### config.mk
export PLATFORM = sky130hd
export DESIGN_NAME = itch_parse_arbiter
export DESIGN_NICKNAME = d
export VERILOG_FILES = /design/src/rtl/itch_parse_arbiter.sv
export SDC_FILE = /design/constraint.sdc
export NUM_CORES = 1
export LEC_CHECK = 0
export ABC_AREA = 1
export CAP_MARGIN = 5
export CORE_AREA = 10 10 404 406
export DETAILED_ROUTE_END_ITERATION = 10
export DIE_AREA = 0 0 414 416
export GPL_ROUTABILITY_DRIVEN = 1
export GPL_TIMING_DRIVEN = 1
export HOLD_SLACK_MARGIN = 0.03
export SLEW_MARGIN = 25
export SYNTH_ARGS = -nofsm -noshare
export SYNTH_HDL_FRONTEND = slang
export SYNTH_SLANG_ARGS = --single-unit
export TNS_END_PERCENT = 20
### constraint.sdc
create_clock -name clk -period 15.01 [get_ports clk]
set_clock_uncertainty 0.2 [all_clocks]
set_input_delay 1.501 -clock clk [delete_from_list [all_inputs] [get_ports clk]]
set_output_delay 1.501 -clock clk [all_outputs]
set_load 0.1 [all_outputs]
### src/rtl/itch_parse_arbiter.sv
// Priority arbiter over the speculative ITCH decoder bank feeding a result FIFO.
// Tracks conflict, invalid-packet and overflow events with saturating counters.
module itch_parse_arbiter #(
  parameter int NUM_DEC    = 4,
  parameter int PAYLOAD_W  = 192,
  parameter int FIFO_DEPTH = 4,
  parameter int CNT_W      = 16
) (
  input  logic                           clk,
  input  logic                           rst,
  input  logic [NUM_DEC-1:0]             dec_valid,
  input  logic [NUM_DEC-1:0]             dec_invalid,
  input  logic [4*NUM_DEC-1:0]           dec_type,
  input  logic [PAYLOAD_W*NUM_DEC-1:0]   dec_payload,
  output logic                           out_valid,
  input  logic                           out_ready,
  output logic [3:0]                     out_type,
  output logic [PAYLOAD_W-1:0]           out_payload,
  output logic                           out_conflict,
  output logic [$clog2(FIFO_DEPTH):0]    fifo_level,
  output logic                           conflict_pulse,
  output logic                           overflow_pulse,
  output logic [CNT_W-1:0]               conflict_cnt,
  output logic [CNT_W-1:0]               invalid_cnt,
  output logic [CNT_W-1:0]               drop_cnt
);

  localparam int AW = $clog2(FIFO_DEPTH);
  localparam int LW = AW + 1;

  logic                 cand_valid;
  logic                 cand_conflict;
  logic [3:0]           cand_type;
  logic [PAYLOAD_W-1:0] cand_payload;

  logic [LW-1:0] wr_ptr_q, wr_ptr_d;
  logic [LW-1:0] rd_ptr_q, rd_ptr_d;
  logic [LW-1:0] level;
  logic          full, empty, push, pop, drop;

  logic                 conflict_pulse_q, conflict_pulse_d;
  logic                 overflow_pulse_q, overflow_pulse_d;
  logic [CNT_W-1:0]     conflict_cnt_q, conflict_cnt_d;
  logic [CNT_W-1:0]     invalid_cnt_q, invalid_cnt_d;
  logic [CNT_W-1:0]     drop_cnt_q, drop_cnt_d;

  logic [3:0]           mem_type_q    [FIFO_DEPTH];
  logic [PAYLOAD_W-1:0] mem_payload_q [FIFO_DEPTH];
  logic                 mem_conf_q    [FIFO_DEPTH];

  // Scan high to low so the lowest set index is the last (winning) write.
  always_comb begin
    cand_type    = '0;
    cand_payload = '0;
    for (int i = NUM_DEC - 1; i >= 0; i--) begin
      if (dec_valid[i]) begin
        cand_type    = dec_type[4*i +: 4];
        cand_payload = dec_payload[PAYLOAD_W*i +: PAYLOAD_W];
      end
    end
  end

  assign cand_valid    = |dec_valid;
  assign cand_conflict = (dec_valid & (dec_valid - 1'b1)) != '0;

  assign level = wr_ptr_q - rd_ptr_q;
  assign full  = level == LW'(FIFO_DEPTH);
  assign empty = level == '0;
  assign pop   = !empty && out_ready;
  assign push  = cand_valid && (!full || pop);
  assign drop  = cand_valid && full && !pop;

  always_comb begin
    wr_ptr_d         = wr_ptr_q;
    rd_ptr_d         = rd_ptr_q;
    conflict_pulse_d = cand_conflict;
    overflow_pulse_d = drop;
    conflict_cnt_d   = conflict_cnt_q;
    invalid_cnt_d    = invalid_cnt_q;
    drop_cnt_d       = drop_cnt_q;
    if (push) wr_ptr_d = wr_ptr_q + 1'b1;
    if (pop)  rd_ptr_d = rd_ptr_q + 1'b1;
    if (cand_conflict && conflict_cnt_q != '1)
      conflict_cnt_d = conflict_cnt_q + 1'b1;
    if (|dec_invalid && invalid_cnt_q != '1)
      invalid_cnt_d = invalid_cnt_q + 1'b1;
    if (drop && drop_cnt_q != '1)
      drop_cnt_d = drop_cnt_q + 1'b1;
  end

  always_ff @(posedge clk) begin
    if (rst) begin
      wr_ptr_q         <= '0;
      rd_ptr_q         <= '0;
      conflict_pulse_q <= 1'b0;
      overflow_pulse_q <= 1'b0;
      conflict_cnt_q   <= '0;
      invalid_cnt_q    <= '0;
      drop_cnt_q       <= '0;
    end else begin
      wr_ptr_q         <= wr_ptr_d;
      rd_ptr_q         <= rd_ptr_d;
      conflict_pulse_q <= conflict_pulse_d;
      overflow_pulse_q <= overflow_pulse_d;
      conflict_cnt_q   <= conflict_cnt_d;
      invalid_cnt_q    <= invalid_cnt_d;
      drop_cnt_q       <= drop_cnt_d;
    end
  end

  // Storage needs no reset: outputs are masked whenever the FIFO is empty.
  always_ff @(posedge clk) begin
    if (push && !rst) begin
      mem_type_q[wr_ptr_q[AW-1:0]]    <= cand_type;
      mem_payload_q[wr_ptr_q[AW-1:0]] <= cand_payload;
      mem_conf_q[wr_ptr_q[AW-1:0]]    <= cand_conflict;
    end
  end

  assign out_valid      = !empty;
  assign out_type       = empty ? '0 : mem_type_q[rd_ptr_q[AW-1:0]];
  assign out_payload    = empty ? '0 : mem_payload_q[rd_ptr_q[AW-1:0]];
  assign out_conflict   = empty ? 1'b0 : mem_conf_q[rd_ptr_q[AW-1:0]];
  assign fifo_level     = level;
  assign conflict_pulse = conflict_pulse_q;
  assign overflow_pulse = overflow_pulse_q;
  assign conflict_cnt   = conflict_cnt_q;
  assign invalid_cnt    = invalid_cnt_q;
  assign drop_cnt       = drop_cnt_q;

endmodule

# After elaboration in Yosys (flattened, before gate mapping)
# Memory sizes are Yosys's and may differ from the RTL's. A register that Yosys moved wholly into a read port is not among the register bits.
# Index checks and enable logic that the tools add are counted.
dict set report totals {
  mem_bits_rw 788
  regBits 56
  word_cells 58
  mem_count 3
  latchBits 0
  inputBits 795
  mem_bits_ro 0
}
# memory depth word_bits rd rd_ports_with_merged_regs wr line
set memory_table {}
lappend memory_table {mem_payload_q 4 192 1 1 1 48} ;# logic [PAYLOAD_W-1:0] mem_payload_q [FIFO_DEPTH];
lappend memory_table {mem_type_q 4 4 1 1 1 47} ;# logic [3:0] mem_type_q [FIFO_DEPTH];
lappend memory_table {mem_conf_q 4 1 1 1 1 49} ;# logic mem_conf_q [FIFO_DEPTH];
dict set report op_classes {
  n_div 0
  bitwise 1
  add_sub_neg 7
  eq_ne 4
  shifts 0
  reduce_logical 17
  order_cmp 0
  n_mul 0
  n_mux 19
}
# operator n
set op_table {}
lappend op_table {{two-way mux 192 bit} 5}
lappend op_table {{adder 16 x 1 -> 16 bit, second input constant} 3}
lappend op_table {{!= test 16 bit, second input constant} 3}
lappend op_table {{two-way mux 4 bit} 5}
lappend op_table {{two-way mux 2 bit} 6}
lappend op_table {{logical AND 1 bit} 8}
lappend op_table {{OR reduction 4 bit} 2}
lappend op_table {{adder 3 x 1 -> 3 bit, second input constant} 2}
lappend op_table {{AND 4 bit} 1}
lappend op_table {{logical NOT 1 bit} 4}
lappend op_table {{nonzero test 4 bit} 1}
lappend op_table {{subtractor 4 x 1 -> 4 bit, second input constant} 1}
lappend op_table {{== test 3 bit, second input constant} 1}
lappend op_table {{logical NOT 3 bit} 1}
lappend op_table {{two-way mux 1 bit} 3}
lappend op_table {{subtractor 3 bit} 1}
lappend op_table {{logical OR 1 bit} 1}

# Logic depth before layout (Yosys ltp)
# Gate-level depths: netlist of the first run.
dict set report logic_depth {
  ltp_word 9
  mapped_depth 13
  mapped_depth_nobuf 13
}

# Least setup slack after synthesis of the first run
# Ideal clock, no wire load.
dict set report synth_path {
  path_type {register to register}
  start {register wr_ptr_q[0]}
  end {memory mem_conf_q[0] (enable)}
  setup_time_ns 0.757
  path_stages_with_launch 11
  n_path_buf 0
  arrival_ns 10.504
  synth_period_minus_slack_ns 11.461
  path_slack_ns 3.549
  required_time_ns 14.053
  cell_sequence {dfxtp_1 inv_1 ha_1 fa_1 inv_1 nor3_2 nand3_1 nand2_1 inv_1 nand2_1 nor2_1}
}
dict set report synth_between {
  elab_chain_len 9
  elab_cells_between_ends 11
}
# element line
set synth_rtl {}
lappend synth_rtl {{start: declaration} 36} ;# logic [LW-1:0] wr_ptr_q, wr_ptr_d;
lappend synth_rtl {{start signal: assignment} 101} ;# wr_ptr_q <= wr_ptr_d;
lappend synth_rtl {{subtractor 3 bit (*)} 66} ;# assign level = wr_ptr_q - rd_ptr_q;
lappend synth_rtl {{named net fifo_level[1]} 20} ;# output logic [$clog2(FIFO_DEPTH):0] fifo_level,
lappend synth_rtl {{logical NOT 3 bit} 68} ;# assign empty = level == '0;
lappend synth_rtl {{logical NOT 1 bit} 69} ;# assign pop = !empty && out_ready;
lappend synth_rtl {{logical AND 1 bit} 69}
lappend synth_rtl {{logical OR 1 bit (*)} 70} ;# assign push = cand_valid && (!full || pop);
lappend synth_rtl {{logical AND 1 bit (*)} 70}
lappend synth_rtl {{logical AND 1 bit (*)} 113} ;# if (push && !rst) begin
lappend synth_rtl {{two-way mux 1 bit (*)} 113}
lappend synth_rtl {{two-way mux 1 bit (implied by the code) (*)} 116} ;# mem_conf_q[wr_ptr_q[AW-1:0]] <= cand_conflict;
lappend synth_rtl {{end: declaration} 49}
# Mark *: on every way through the listed nets, which the timed path passes. The rest lies on a longest branch.

==> results.sh, run 1 <==
export IMPL_start_kind="flop"
export IMPL_cts_hold_buf=0
export IMPL_crit_cells=9
export IMPL_wl_per_cell_microns=21.63
export IMPL_drt_iter0_markers=2655
export IMPL_drcViolationCount=0
export IMPL_root_buffer="clkbuf_16"
export IMPL_clk_pin_slew_ns=0.06
export IMPL_crit_type="reg -> out"
export IMPL_grt_setup_unrepaired="no"
export IMPL_path_delay_family="buffers and inverters"
export IMPL_power_density_mw_per_mm2=247.3
export IMPL_die_area_sq_mm=0.1722
export IMPL_ant_nets=0
export IMPL_dp_slack_ns=8.128
export IMPL_place_inst=7004
export IMPL_io_pins=1046
export IMPL_reg2reg_to="mem_payload_q[2][127]"
export IMPL_ys_types=38
export IMPL_vias=33298
export IMPL_grt_ovfl_total=0
export IMPL_ir_drop_mv=0.2554
export IMPL_grt_pass1_wl_microns=222000
export IMPL_fin_ws_ns=7.493
export IMPL_synth_area_leader_cell="edfxtp_1"
export IMPL_max_freq_ghz=0.1330
export IMPL_ys_warn_count=0
export IMPL_die_y_microns=416
export IMPL_seqPwrFrac=0.230
export IMPL_max_slew_margin_rel=0.2266
export IMPL_routed_wl_microns=155100
export IMPL_cts_buffers=90
export IMPL_portBuffers=1045
export IMPL_synthTopCellsByCount="nand2_1 (951), edfxtp_1 (788), nor2_1 (677)"
export IMPL_cts_resized=0
export IMPL_syn_area_per_cell_sq_um=9.671
export IMPL_synth_edff_count=788
export IMPL_crit_path_frequent_cell="buf_4"
export IMPL_min_path_type="reg -> reg"
export IMPL_viasPerCell=4.643
export IMPL_endpoint="out_payload[104]"
export IMPL_period_share=0.5008
export IMPL_power_leakage_nw=19.91
export IMPL_multi_input_area_sq_mm=0.01287
export IMPL_synth_top_flop_cell="edfxtp_1"
export IMPL_crit_reg2reg_launch="wr_ptr_q[0]"
export IMPL_instances_no_fill=7171
export IMPL_async_flop_share=0
export IMPL_drive_above_1_share=0.04422
export IMPL_maxSlewViolCount=0
export IMPL_critPathBufInv=6
export IMPL_syn_cell_area_sq_mm=0.04008
export IMPL_cts_sinks=846
export IMPL_synth_top_cell_area_share=0.5903
export IMPL_place_congestion=0.9160
export IMPL_fill_cells=15699
export IMPL_clk_latency_ns=0.68
export IMPL_r2r_setup_slack_ns=10.01
export IMPL_total_power_w=0.01361
export IMPL_fin_area_sq_mm=0.05503
export IMPL_hpwl_microns=112600
export IMPL_swShare=0.5608
export IMPL_area_delta_synth_final_pct=37.28
export IMPL_track_usage=0.1698
export IMPL_synth_nets=4950
export IMPL_max_stage_delay_ns=1.13
export IMPL_rows=145
export IMPL_grt_pass1_vias=32185
export IMPL_p_switching_w=0.007632
export IMPL_status="finished clean"
export IMPL_register_area_sq_mm=0.02483
export IMPL_crit_fanout=139
export IMPL_initial_core_util=0.2581
export IMPL_setup_viol=0
export IMPL_cts_tree="built"
export IMPL_yosysMostFrequentCell="nand2_1"
export IMPL_coreArea_sq_mm=0.1553
export IMPL_slowest_stage="clkdlybuf4s50_1"
export IMPL_r2r_cells=13
export IMPL_cp_required_ns=13.31
export IMPL_cp_arrival_ns=5.82
export IMPL_nets=5844
export IMPL_postCtsSetupBuffers=0
export IMPL_p_comb_frac=0.610
export IMPL_ys_seq_elements=846
export IMPL_synthTopCellsByArea="edfxtp_1 (59%), nand2_1 (8.9%), o21ai_0 (6.8%)"
export IMPL_cp_cell_sequence="inv_16 -> buf_4 -> buf_4 -> buf_4 -> nor2_1 -> o32ai_1 -> nand2_1 -> inv_1 -> clkdlybuf4s50_1"
export IMPL_yosysSeqAreaShare=0.6193
export IMPL_syn_inst=4145
export IMPL_htreeDepth=3
export IMPL_drtPass1Iterations=5
export IMPL_place_area_sq_mm=0.05209
export IMPL_fin_crit_ns=7.517
export IMPL_hold_viol=0
export IMPL_clockPowerShare=0.160
export IMPL_fp_dieW_microns=414
export IMPL_p_int_w=0.005978
export IMPL_grt_max_degree=170
export IMPL_antenna_found_initial=5
export IMPL_end_kind="output port"
export IMPL_worst_slew_pin_slew_ns=1.160
export IMPL_totalNegativeSetupSlack_ns=0
export IMPL_cts_buffer_depth=3
export IMPL_drv_cap=0
## layout by cell type, fill, tap and decap left out, drive strengths merged, types with 10 or more instances in the layout
cell type	n
a21oi	237
buf	55
clkbuf	105
clkdlybuf4s50	1039
clkinv	41
dfxtp	58
edfxtp	788
inv	253
nand2	955
nand3	34
nor2	681
o21ai	602
o32ai	197
xnor2	10
xor2	15
## area by class of cell
class	count	share of cell area
Timing Repair Buffer	1095	0.1981
Tap cell	2058	0.04679
Clock buffer	104	0.04188
Clock inverter	60	0.01078
Sequential cell	846	0.4513
Antenna cell	2	0.00009095
Multi-Input combinational cell	2760	0.2339
Inverter	246	0.01726
## registers in the layout, indices dropped and copies added (netlist names), named ones only
name and flops:
drop_cnt 16, wr_ptr_q 3, mem_type_q 16, overflow_pulse 1
mem_conf_q 4, rd_ptr_q 3, mem_payload_q 768, invalid_cnt 16
conflict_cnt 16, conflict_pulse 1
## per-layer routing
metal	vias to the layer above	part of all wire	track usage
li1	16123	-	-
met1	15979	0.42	0.2151
met2	1052	0.50	0.2958
met3	144	0.062	0.03712
met4	0	0.019	0.03584
met5	-	0	0
## worst register-to-register path, delay by kind of cell, from the launching register on
kind / cells / cell delay (ns)
adders and majority gates: 2 / 0.72
buffers and inverters: 6 / 2.49
and+or+nand+nor: 5 / 0.76
DFF: 1 / 0.35
## power by group through the flow
| stage | Sequential (W) | Combinational (W) | Clock [W] |
|---|---|---|---|
| 3_5_place_dp | 0.00318 | 0.00838 | 0 |
| 3_3_place_gp | 0.00317 | 0.00836 | 0 |
| 2_1_floorplan | 0.00326 | 0.00612 | 0 |
| 4_1_cts | 0.00313 | 0.00839 | 0.00223 |
| 5_1_grt | 0.00316 | 0.00869 | 0.00233 |
| 6_report | 0.00313 | 0.00830 | 0.00218 |
## stage by stage
step,hold slack [ns],util
3_5_place_dp,0.3005,0.3354
3_3_place_gp,0.2978,0.3355
4_1_cts,0.3115,0.3541
5_1_grt,0.3363,0.3543
2_1_floorplan,0.2879,-
6_report,0.3140,0.3543
## cells by family (layout without fill, tap and decap cells)
logic type | after synthesis | after routing | synth area share
other cells | 0 | 2 | 0
fa+ha+maj | 10 | 10 | 0.003309
xor+xnor | 25 | 25 | 0.005462
simple gates | 1687 | 1687 | 0.1621
flops | 846 | 846 | 0.6193
buf+inv | 539 | 1505 | 0.06146
compound gates | 1038 | 1038 | 0.1484
## how the worst min path moves through the flow
stage / startpoint / endpoint / slack [ns] / cells past startpoint
floorplan: rd_ptr_q[2] / rd_ptr_q[2] / 0.29 / 2
global placement: conflict_cnt[15] / conflict_cnt[15] / 0.30 / 2
detailed placement: conflict_cnt[15] / conflict_cnt[15] / 0.30 / 2
CTS: conflict_cnt[15] / conflict_cnt[15] / 0.31 / 2
global route: conflict_cnt[15] / conflict_cnt[15] / 0.34 / 2
finish: conflict_cnt[15] / conflict_cnt[15] / 0.31 / 2
Note: power is estimated with default switching activity, not from simulation.
==> inputs of run 2 (changes only) <==
Clock period 15.01 ns to 6.45 ns, I/O delays scaled along.
==> run 2 against run 1 <==
Effect of this change: die area unchanged; global-route usage about the same; clock-buffer cell count is 6 higher; critical path type unchanged; clock power increased by 130%; critical path depth increased by 2; power is 130% higher; routed wire length decreased by 0.43%.
==> results.sh, run 2 (same netlist as run 1, synthesis figures left out) <==
export IMPL_status="finished clean"
export IMPL_clk_pin_slew_ns=0.06
export IMPL_grt_max_degree=170
export IMPL_final_common_cell="clkdlybuf4s50_1"
export IMPL_drv_cap=0
export IMPL_power_density_mw_per_mm2=572.2
export IMPL_swShare=0.5576
export IMPL_power_leakage_nw=20.02
export IMPL_hp_start="conflict_cnt[15]"
export IMPL_fill_cells=15678
export IMPL_crit_start="wr_ptr_q[0]"
export IMPL_wl_per_cell_microns=21.48
export IMPL_end_kind="output port"
export IMPL_start_kind="flop"
export IMPL_max_slew_margin_rel=0.1941
export IMPL_min_path_type="reg -> reg"
export IMPL_worstHoldPathCells=2
export IMPL_largest_register_ffs=768
export IMPL_crit_type="reg -> out"
export IMPL_postCtsSetupBuffers=0
export IMPL_clockPowerShare=0.157
export IMPL_seqPwrFrac=0.231
export IMPL_ant_nets=0
export IMPL_hold_viol=0
export IMPL_grt_setup_unrepaired="no"
export IMPL_vias=33633
export IMPL_coreArea_sq_mm=0.1553
export IMPL_hpwl_microns=112900
export IMPL_rows=145
export IMPL_cts_buffers=90
export IMPL_mostFrequentLayoutCells="clkdlybuf4s50_1 (1035), nand2_1 (951), edfxtp_1 (788)"
export IMPL_routed_wl_microns=154500
export IMPL_drcViolationCount=0
export IMPL_cts_tree="built"
export IMPL_drive_above_1_share=0.04621
export IMPL_cts_hold_buf=0
export IMPL_cp_arrival_ns=4.55
export IMPL_fin_crit_ns=5.394
export IMPL_die_y_microns=416
export IMPL_grt_ovfl_total=0
export IMPL_cts_sinks=846
export IMPL_finish_utilization=0.3558
export IMPL_drtPass1Iterations=5
export IMPL_reg2reg_to="mem_payload_q[3][118]"
export IMPL_clk_latency_ns=0.68
export IMPL_max_freq_ghz=0.1854
export IMPL_fp_dieW_microns=414
export IMPL_period_share=0.8362
export IMPL_cts_buffer_depth=3
export IMPL_io_pins=1046
export IMPL_track_usage=0.1693
export IMPL_ir_drop_mv=0.5794
export IMPL_viasPerCell=4.677
export IMPL_cp_required_ns=5.60
export IMPL_grt_pass1_vias=32712
export IMPL_whs_ns=0.3068
export IMPL_place_congestion=0.9088
export IMPL_setup_viol=0
export IMPL_drt_iter0_markers=2961
export IMPL_r2r_setup_slack_ns=2.48
export IMPL_portBuffers=1045
export IMPL_crit_fanout=64
export IMPL_die_area_sq_mm=0.1722
export IMPL_htreeDepth=3
export IMPL_p_comb_frac=0.612
export IMPL_grt_pass1_wl_microns=221600
export IMPL_root_buffer="clkbuf_16"
export IMPL_antenna_found_initial=12
export IMPL_nets=5863
export IMPL_initial_core_util=0.2581
export IMPL_crit_reg2reg_launch="wr_ptr_q[0]"
export IMPL_worst_slew_pin_slew_ns=1.196
export IMPL_maxSlewViolCount=0
export IMPL_p_int_w=0.01399
export IMPL_p_switching_w=0.01763
export IMPL_area_delta_synth_final_pct=37.83
export IMPL_cts_resized=0
export IMPL_r2r_cells=11
export IMPL_hold_end="conflict_cnt[15]"
run 2: cell count changes in the layout (fill, tap and decap cells not counted), moves of 3 or more:
| cell | before | now |
|---|---|---|
| clkbuf_1 | 14 | 19 |
| buf_4 | 45 | 55 |
| clkdlybuf4s50_1 | 1039 | 1035 |
| clkinv_2 | 21 | 16 |
| clkinv_8 | 3 | 0 |
| buf_12 | 5 | 19 |
| o21ai_1 | 67 | 64 |
| clkinv_1 | 13 | 17 |
| o21ai_0 | 534 | 537 |
run 2: final cells by class:
class / instances / area (sq um) / area share
Inverter: 246 / 949.7 / 0.01719
Multi-Input combinational cell: 2760 / 12840 / 0.2325
Timing Repair Buffer: 1114 / 11200 / 0.2028
Tap cell: 2058 / 2575 / 0.04661
Antenna cell: 4 / 10.01 / 0.0001812
Clock inverter: 53 / 488.0 / 0.008832
Clock buffer: 110 / 2349 / 0.04251
Sequential cell: 846 / 24830 / 0.4494
run 2: worst max-delay path: stages, from the launching register on:
cell and delay (ns):
dfxtp_1 0.37, inv_1 0.11, ha_1 0.22, fa_1 0.41, inv_1 0.10, nand3_2 0.12
nand4_4 0.50, buf_4 0.30, buf_12 0.24, nand2_1 0.11, inv_1 0.09, clkdlybuf4s50_1 1.14
run 2: worst max path at each step:
stage                      endpoint  slack [ns]  depth (start not counted)
floorplan             mem_conf_q[0]       -1.72                         10
global placement    out_payload[81]        1.86                         11
detailed placement  out_payload[81]        1.74                         11
CTS                 out_payload[81]        0.95                         11
global route        out_payload[98]        0.77                         11
finish              out_payload[81]        1.06                         11
run 2: power by group through the flow:
stage	Combinational, W	Clock, W	Sequential, W
after CTS	0.0196	0.00511	0.00729
after global placement	0.0195	0	0.00738
after detailed placement	0.0195	0	0.00740
final	0.0194	0.00497	0.00729
after floorplan	0.0142	0	0.00747
after global routing	0.0203	0.00533	0.00736
run 2: per-stage QoR:
stage          TNS [ns]  total power, W  cells  instance area [sq um]  setup WS [ns]
6_report              0         0.03161   7191                  55250          1.056
5_1_grt               0         0.03297   7189                  55240         0.7735
4_1_cts               0         0.03197   7187                  55240         0.9526
3_5_place_dp          0         0.02693   7024                  52400          1.743
3_3_place_gp          0         0.02684   7024                  52410          1.855
2_1_floorplan  -1354.05         0.02172   4145                  40090         -1.718
run 2: layer usage:
metal / vias up / global-route usage / share of wire
met3: 161 / 0.03490 / 0.062
met2: 1069 / 0.2905 / 0.49
met4: 0 / 0.04083 / 0.023
met5: - / 0 / 0
li1: 16151 / - / -
met1: 16252 / 0.2175 / 0.42
==> inputs of run 3 (changes only) <==
Clock period 6.45 ns to 4.38 ns, I/O delays scaled along.
==> run 3 against run 2 <==
Effect of this change: via count is 0.56% higher; die area stayed put; routed wire length is 2.6% higher; cell area is 2.7% higher; setup slack lost 0.80 ns; register-to-register slack worse by 1.4 ns; combinational power increased by 59%; clock-buffer cell count rose by 3; flip-flop and latch count is the same.
==> results.sh, run 3 (same netlist as run 1, synthesis figures left out) <==
export IMPL_crit_cells=11
export IMPL_period_share=0.9424
export IMPL_postCtsSetupBuffers=0
export IMPL_hold_end="mem_type_q[3][3]"
export IMPL_htreeDepth=3
export IMPL_die_area_sq_mm=0.1722
export IMPL_max_freq_ghz=0.2423
export IMPL_maxSlewViolCount=0
export IMPL_coreArea_sq_mm=0.1553
export IMPL_worst_slew_pin_slew_ns=1.095
export IMPL_cts_sinks=846
export IMPL_worstHoldPathCells=4
export IMPL_grt_pass1_vias=32889
export IMPL_r2r_setup_slack_ns=1.09
export IMPL_drive_above_1_share=0.09586
export IMPL_total_power_w=0.04981
export IMPL_antenna_found_initial=26
export IMPL_portBuffers=1045
export IMPL_cts_buffers=94
export IMPL_min_path_type="in -> reg"
export IMPL_fill_cells=15481
export IMPL_crit_path_frequent_cell="inv_1"
export IMPL_cts_tree="built"
export IMPL_io_pins=1046
export IMPL_drcViolationCount=0
export IMPL_hold_viol=0
export IMPL_cts_buffer_depth=3
export IMPL_grt_max_degree=173
export IMPL_place_area_sq_mm=0.05351
export IMPL_slowest_stage="fa_1"
export IMPL_viasPerCell=4.670
export IMPL_crit_reg2reg_launch="wr_ptr_q[0]"
export IMPL_power_density_mw_per_mm2=877.8
export IMPL_mostFrequentLayoutCells="nand2_1 (949), clkdlybuf4s50_1 (837), edfxtp_1 (788)"
export IMPL_fin_crit_ns=4.128
export IMPL_ir_drop_mv=0.7425
export IMPL_die_y_microns=416
export IMPL_largest_register_ffs=768
export IMPL_dp_slack_ns=0.8211
export IMPL_place_inst=7068
export IMPL_nets=5911
export IMPL_place_congestion=0.9265
export IMPL_cts_hold_buf=0
export IMPL_critPathBufInv=6
export IMPL_path_delay_family="buffers and inverters"
export IMPL_grt_pass1_wl_microns=226700
export IMPL_routed_wl_microns=158400
export IMPL_vias=33821
export IMPL_track_usage=0.1743
export IMPL_drt_iter0_markers=2881
export IMPL_cp_cell_sequence="inv_2 -> ha_4 -> fa_1 -> inv_1 -> nand3_2 -> nand4_4 -> buf_6 -> buf_12 -> nand2_1 -> inv_1 -> buf_4"
export IMPL_cp_required_ns=3.74
export IMPL_reg2reg_to="mem_payload_q[0][140]"
export IMPL_hp_start="dec_valid[1]"
export IMPL_clk_pin_slew_ns=0.06
export IMPL_area_delta_synth_final_pct=41.56
export IMPL_fp_dieW_microns=414
export IMPL_cp_arrival_ns=3.49
export IMPL_status="finished clean"
export IMPL_rows=145
export IMPL_wl_per_cell_microns=21.88
export IMPL_crit_fanout=86
export IMPL_hpwl_microns=118100
export IMPL_initial_core_util=0.2581
export IMPL_end_kind="output port"
export IMPL_ant_nets=0
export IMPL_cts_resized=0
export IMPL_crit_start="wr_ptr_q[0]"
export IMPL_clk_latency_ns=0.68
export IMPL_start_kind="flop"
export IMPL_max_slew_margin_rel=0.2680
export IMPL_totalNegativeSetupSlack_ns=0
export IMPL_grt_setup_unrepaired="no"
export IMPL_grt_ovfl_total=0
export IMPL_drtPass1Iterations=5
export IMPL_max_stage_delay_ns=0.43
export IMPL_power_leakage_nw=21.06
export IMPL_final_common_cell="nand2_1"
export IMPL_r2r_cells=11
export IMPL_instances_no_fill=7242
export IMPL_crit_type="reg -> out"
export IMPL_root_buffer="clkbuf_16"
export IMPL_setup_viol=0
export IMPL_drv_cap=0
export IMPL_fin_ws_ns=0.2524
export IMPL_fin_area_sq_mm=0.05675
-- run 3: cell type report --
cell class              count  area (sq um)  share of cell area
diodes                     10         25.02           0.0004410
clock buffers             113          2476             0.04364
clock inverters            51         733.2             0.01292
inverters                 246         955.9             0.01685
multi-input cells        2760         12900              0.2273
flip-flops and latches    846         24830              0.4376
well taps                2058          2575             0.04538
repair buffers           1158         12250              0.2158
-- run 3: per-layer routing --
layer / track usage / routed length (microns) / share of wire
met4: 0.04216 / 3280 / 0.021
met5: 0 / 51 / 0.00032
met1: 0.2229 / 66570 / 0.42
met2: 0.3001 / 78800 / 0.50
met3: 0.03579 / 9749 / 0.062
-- run 3: per-stage QoR --
step | utilization | hold WS, ns
floorplan | - | 0.2879
global placement | 0.3447 | 0.2846
detailed placement | 0.3445 | 0.2995
CTS | 0.3652 | 0.09256
global route | 0.3653 | 0.1325
finish | 0.3654 | 0.1670
-- run 3: worst max-delay path by stage --
stage / endpoint / slack, ns
4_1_cts: out_payload[153] / 0.04
6_report: out_payload[153] / 0.25
3_5_place_dp: out_payload[153] / 0.82
2_1_floorplan: mem_conf_q[0] / -1.12
3_3_place_gp: out_payload[160] / 0.96
5_1_grt: out_payload[159] / 0.003
-- run 3: report_power, final --
group | switching (W) | internal [W] | total (W)
registers | 0.000368 | 0.0103 | 0.0107
clock network | 0.00324 | 0.00498 | 0.00822
logic | 0.0231 | 0.00783 | 0.0309
-- run 3: tightest hold or removal path, cell delays in order --
cell	delay (ns)
clkbuf_8	0.14
nand2_1	0.06
o22ai_1	0.12
a31oi_1	0.11
